File: config.mk
export PLATFORM = sky130hd
export DESIGN_NAME = gpio0_in_debounce
export DESIGN_NICKNAME = d
export VERILOG_FILES = /design/src/rtl/gpio0_in_debounce.sv
export SDC_FILE = /design/constraint.sdc
export NUM_CORES = 1
export LEC_CHECK = 0
export BUFFER_PORTS_ARGS = -buffer_cell sky130_fd_sc_hd__buf_2
export CELL_PAD_IN_SITES_DETAIL_PLACEMENT = 1
export CELL_PAD_IN_SITES_GLOBAL_PLACEMENT = 2
export CORE_MARGIN = 1.5
export CORE_UTILIZATION = 40
export DETAILED_ROUTE_END_ITERATION = 16
export PLACE_DENSITY_LB_ADDON = 0.05
export SETUP_SLACK_MARGIN = 0.2
export SLEW_MARGIN = 30
export SYNTH_ARGS = -nofsm -noshare
export SYNTH_HDL_FRONTEND = slang
export SYNTH_SLANG_ARGS = --single-unit
File: constraint.sdc
create_clock -name pclk -period 3.9 [get_ports pclk]
set_clock_uncertainty 0.1 [all_clocks]
set_input_delay 0.39 -clock pclk [delete_from_list [all_inputs] [get_ports pclk]]
set_output_delay 0.39 -clock pclk [all_outputs]
set_load 0.1 [all_outputs]
File: src/rtl/gpio0_in_debounce.sv
// gpio0_in_debounce
// Input conditioning in front of the GPIO0 controller: a two-flop synchroniser
// per pad bit, a shared sample-tick prescaler and a per-bit glitch filter.
// The filter lets a bit change only after the pad has been seen at its new
// level for db_thresh+1 consecutive sample ticks. Bits with db_en clear skip
// the filter and simply follow the synchronised pad. gpio_in_chg flags,
// for one cycle, every bit whose conditioned value has just changed.
module gpio0_in_debounce #(
   parameter int WIDTH = 32,
   parameter int CNT_W = 4,
   parameter int DIV_W = 16
) (
   input  logic             pclk,
   input  logic             presetn,
   input  logic [WIDTH-1:0] pad_in,
   input  logic [WIDTH-1:0] db_en,
   input  logic [DIV_W-1:0] db_div,
   input  logic [CNT_W-1:0] db_thresh,
   output logic [WIDTH-1:0] gpio_ext_porta,
   output logic [WIDTH-1:0] gpio_in_chg,
   output logic             db_tick
);

   // Metastability chain; sync1 feeds nothing but sync2.
   logic [WIDTH-1:0] sync1;
   logic [WIDTH-1:0] sync2;

   // Shared prescaler; tick is the combinational terminal-count decode.
   logic [DIV_W-1:0] div_cnt;
   logic             tick;

   // Per-bit stability counters and next-state values of the filter.
   logic [WIDTH-1:0][CNT_W-1:0] cnt;
   logic [WIDTH-1:0][CNT_W-1:0] cnt_next;
   logic [WIDTH-1:0]            out_next;

   // Next state of one filter bit, given its synchronised level and current state.
   function automatic logic [CNT_W:0] filter_bit(
      input logic             en,
      input logic             lvl,
      input logic             cur,
      input logic [CNT_W-1:0] count,
      input logic             smp,
      input logic [CNT_W-1:0] thresh
   );
      // Result packs {new_out, new_count}.
      logic             nout;
      logic [CNT_W-1:0] ncnt;
      nout = cur;
      ncnt = count;
      if (!en) begin
         nout = lvl;
         ncnt = '0;
      end else if (lvl == cur) begin
         // Level agrees with output: any partial evidence is discarded.
         ncnt = '0;
      end else if (smp) begin
         // >= so that lowering thresh at runtime accepts at the next tick.
         if (count >= thresh) begin
            nout = lvl;
            ncnt = '0;
         end else begin
            ncnt = count + 1'b1;
         end
      end
      return {nout, ncnt};
   endfunction

   // ---- stage: pad -> sync1 -> sync2
   // Two-flop synchroniser for the asynchronous pad inputs.
   always_ff @(posedge pclk or negedge presetn) begin
      if (!presetn) begin
         sync1 <= '0;
         sync2 <= '0;
      end else begin
         sync1 <= pad_in;
         sync2 <= sync1;
      end
   end

   assign tick = (div_cnt == db_div);

   // Prescaler: counts 0..db_div, wraps on tick; db_tick is tick delayed one cycle.
   // If db_div drops below div_cnt the counter runs to its maximum and wraps silently.
   always_ff @(posedge pclk or negedge presetn) begin
      if (!presetn) begin
         div_cnt <= '0;
         db_tick <= 1'b0;
      end else begin
         div_cnt <= tick ? '0 : div_cnt + 1'b1;
         db_tick <= tick;
      end
   end

   // Evaluate every bit's filter independently.
   always_comb begin
      out_next = gpio_ext_porta;
      cnt_next = cnt;
      for (int i = 0; i < WIDTH; i++) begin
         {out_next[i], cnt_next[i]} = filter_bit(db_en[i], sync2[i], gpio_ext_porta[i],
                                                 cnt[i], tick, db_thresh);
      end
   end

   // ---- stage: sync2 -> gpio_ext_porta / gpio_in_chg
   // Output register, counters and change strobe aligned with the new output value.
   always_ff @(posedge pclk or negedge presetn) begin
      if (!presetn) begin
         gpio_ext_porta <= '0;
         gpio_in_chg    <= '0;
         cnt            <= '0;
      end else begin
         gpio_ext_porta <= out_next;
         gpio_in_chg    <= out_next ^ gpio_ext_porta;
         cnt            <= cnt_next;
      end
   end

endmodule

==> parameters.txt <==
Parameter                              Value

Floorplan
  Full die area ... 37100 sq um
  Starting utilization of the core area ... between 40% and 50%
  Die Span Y ... just under 200 um
  Floorplan die width ... a little under 200 um
  Site row count ... around 70
  Num ports ... 151
  Core region area ... around 35000 sq um

Power and ir drop
  PnR Total Power ... ~7.4 mW
  Peak supply drop ... approximately 0.00050 V
  PD cells ... ~430 nW/um^2
  Leak pwr ... 7.70 nW

Cells and area
  Area growth from synthesis to layout ... 20.1%
  Commonest non-fill, non-tap cells in the layout ... sky130_fd_sc_hd__dfrtp_1 (273), sky130_fd_sc_hd__nand2_1 (198), sky130_fd_sc_hd__a21oi_1 (161), sky130_fd_sc_hd__ha_1 (161), sky130_fd_sc_hd__buf_2 (149)
  Filler instances ... 3987
  Final-stage net count ... approximately 1900
  Count of non-filler cells in the finished layout ... 2132
  Ratio of cells with drive above 1 in the final layout ... around 14%
  Final design instance area without fill ... between 15000 and 20000 sq um
  Leading cell type in the layout, fill and taps excluded ... sky130_fd_sc_hd__dfrtp_1
  End-of-flow core utilization ... about half

Setup path
  Arr. time, crit path ... between 3 and 4 ns
  Library cell contributing the largest single delay on the critical path ... sky130_fd_sc_hd__dfrtp_1
  Largest fanout on the critical path ... 17
  Worst endpoint required time ... 4.22 ns
  Startpoint-to-endpoint class of the critical path ... flip-flop to flip-flop
  Cell breakdown of the critical path ... xor2_1, nor4_1, nand4_1, buf_4, inv_2, buf_4, nand2_1, o31ai_1
  Type of element capturing the critical path ... flip-flop
  Worst path max stage delay ... roughly 0.46 ns
  Worst reg-to-reg path cell count ... 8
  Most prevalent standard cell on the critical path ... sky130_fd_sc_hd__buf_4
  Type of element launching the critical path ... flip-flop

Drt
  Mean number of vias per cell ... between 5 and 6
  Iter 0 DRT Violations ... roughly 230
  DRT Wirelength ... 35900 um
  Wire per inst ... ~17 um
  DRT antenna net count ... 0
  Total via count after detailed routing ... ~11000
  Pre-Repair DR Iteration Count ... 4
  Remaining design rule violation count ... 0

Logic synthesis
  Fraction of synthesized cell area taken by the top area cell type ... a little under half
  Top cells by area, synth ... sky130_fd_sc_hd__dfrtp_1 (48%), sky130_fd_sc_hd__ha_1 (14%), sky130_fd_sc_hd__a21oi_1 (5.6%), sky130_fd_sc_hd__nand2_1 (5.2%), sky130_fd_sc_hd__nand3_1 (3.6%)
  Sequential-to-total area share from yosys stat ... a little under half
  Average footprint of a synthesized cell ... about 10 sq um
  Synthesized area ... about 14000 sq um
  Synthesis Warnings ... 0
  Post-Syn Nets ... 1681
  Post-synthesis cell count ... around 1400
  Number of distinct library cells after synthesis ... 28
  Synthesis-stage register bit count ... about 270
  Top cell type by total area after synthesis ... sky130_fd_sc_hd__dfrtp_1

Clocking
  Clk pin slew, worst setup/hold paths ... 0.06 ns
  Count of clock tree sinks ... between 200 and 300
  Number of H-tree levels ... 2
  Clock tree root buffer cell ... sky130_fd_sc_hd__clkbuf_16
  Number of gates resized after CTS ... 0
  CTS tree ... yes
  TritonCTS buffer count ... 35
  Clock buffer depth ... 3
  Number of buffers added for setup after CTS ... 0
  Clock latency on the worst-skew pair ... about 0.54 ns

STA
  Minimum period implied by the final worst setup slack ... between 2 and 3 ns
  Final number of hold-violating endpoints ... 0
  Setup tns final ... 0 ns
  RSZ-0062 raised after global routing ... no
  Worst-case headroom to the max-slew limit ... 45.5%
  Actual transition at the worst max-transition pin ... roughly 0.81 ns
  Post-route worst hold slack ... slightly above 0.07 ns
  Timing-limited maximum frequency ... between 0.3 and 0.4 GHz
  Number of pins exceeding their max-slew limit in the final report ... 0
  Final worst-path setup slack ... 1.21 ns
  Endpoints failing setup ... 0
  Final worst path period share ... around 70%

Placed design
  Placed standard-cell area ... ~16000 sq um
  Detailed placement HPWL ... approximately 25000 um
  GP Congestion ... between 0.7 and 0.8
  IO buf count ... 150
  Setup slack after placement ... 0.884 ns
  Inst Count DP ... just over 2000

Job
  Maximum Capacitance Violations ... 0

GRT
  Number of global-route vias before repair ... 12027
  Wire length of the first global-routing pass ... roughly 61000 um
  Total track usage ... between 20 and 25%
  Grt ovf ... 0
  Maximum number of pins on one net before global-route repair ... 87
  Antenna violations before repair ... 2

Worst hold path
  Worst hold path type ... primary input to flip-flop
  Hold Path Depth ... 3

Outcome
  Result of the run ... finished, final reports clean
[routing by layer]
| metal | vias to the layer above | wire length [um] | global-route usage (%) |
|---|---|---|---|
| li1 | 5519 | - | - |
| met1 | 5603 | 16700 | 26.5 |
| met2 | 128 | 17300 | 34.5 |
| met3 | 54 | 1190 | 3.31 |
| met4 | 4 | 692 | 6.02 |
| met5 | - | 21 | 0 |
[power by group]
part / internal (mW) / switching [mW] / leakage (nW) / total (mW)
Combinational: 0.271 / 0.865 / 3.60 / 1.14
Clock: 1.97 / 1.24 / 0.559 / 3.21
Sequential: 2.95 / 0.0872 / 3.54 / 3.04
Total: 5.19 / 2.20 / 7.70 / 7.39
[timing repair]
| item | in CTS | in global routing |
|---|---|---|
| endpoints found under the setup margin | 0 | 0 |
| hold buffers | 33 | 0 |
| endpoints found under the hold margin | 114 | 0 |
[cells by family (layout without fill, tap and decap cells)]
group,Yosys count,in the layout,share of synthesized area [%]
other,0,1,0
DFF,273,273,47.6
muxes,32,32,2.51
buffers and inverters,94,330,2.54
and+or+nand+nor,491,491,16.8
xor gates and xnor gates,61,61,3.72
adders and majority gates,161,161,14.0
AOI/OAI and AO/OA,322,322,12.9
[critical path: cells and delay by family, from the launching register on]
family                    cells  cell delay, ns
AOI/OAI and AO/OA             1            0.24
xor gates and xnor gates      1            0.18
buffers and inverters         3            0.90
DFF                           1            0.46
and+or+nand+nor               3            0.70
[synth_stat cells, drive strengths merged]
library cell and n:
clkbuf 10, ha 161, nand4 2, inv 69, and4 1, dfrtp 273
nor3 3, xnor2 6, mux2 32, o21a 32, nor4 4, o31ai 32
nand3 102, and2 65, o21ai 33, xor2 55, or3 65, nand2b 32
and3 3, nand2 198, a21oi 161, o22ai 64, nor2 16, buf 15
[cell type report]
class                           count  area, sq um  area share [%]
Multi-Input combinational cell   1067         7170            41.6
Tap cell                          461          577            3.34
Clock buffer                       49         1030            5.98
Inverter                           69          259            1.50
Sequential cell                   273         6830            39.6
Timing Repair Buffer              202         1270            7.37
Clock inverter                     10          109           0.631
Antenna cell                        1         2.50          0.0145
[path summary, 6_finish.rpt]
path                            start  slack (ns)                 end
hold reg to reg             sync1[21]        0.24           sync2[21]
setup / recovery           div_cnt[2]        1.21            cnt[104]
setup reg to reg           div_cnt[2]        1.21            cnt[104]
hold / removal              db_en[17]        0.07             cnt[69]
max in group asynchronous     presetn        2.39          div_cnt[0]
min in group asynchronous     presetn        0.36  gpio_ext_porta[25]
[flip-flops by register name, summed over array words and instances, names as in the netlist]
signal / flops
cnt: 128
db_tick: 1
div_cnt: 16
gpio_ext_porta: 32
gpio_in_chg: 32
sync1: 32
sync2: 32
Note: power is estimated with default switching activity, not from simulation.
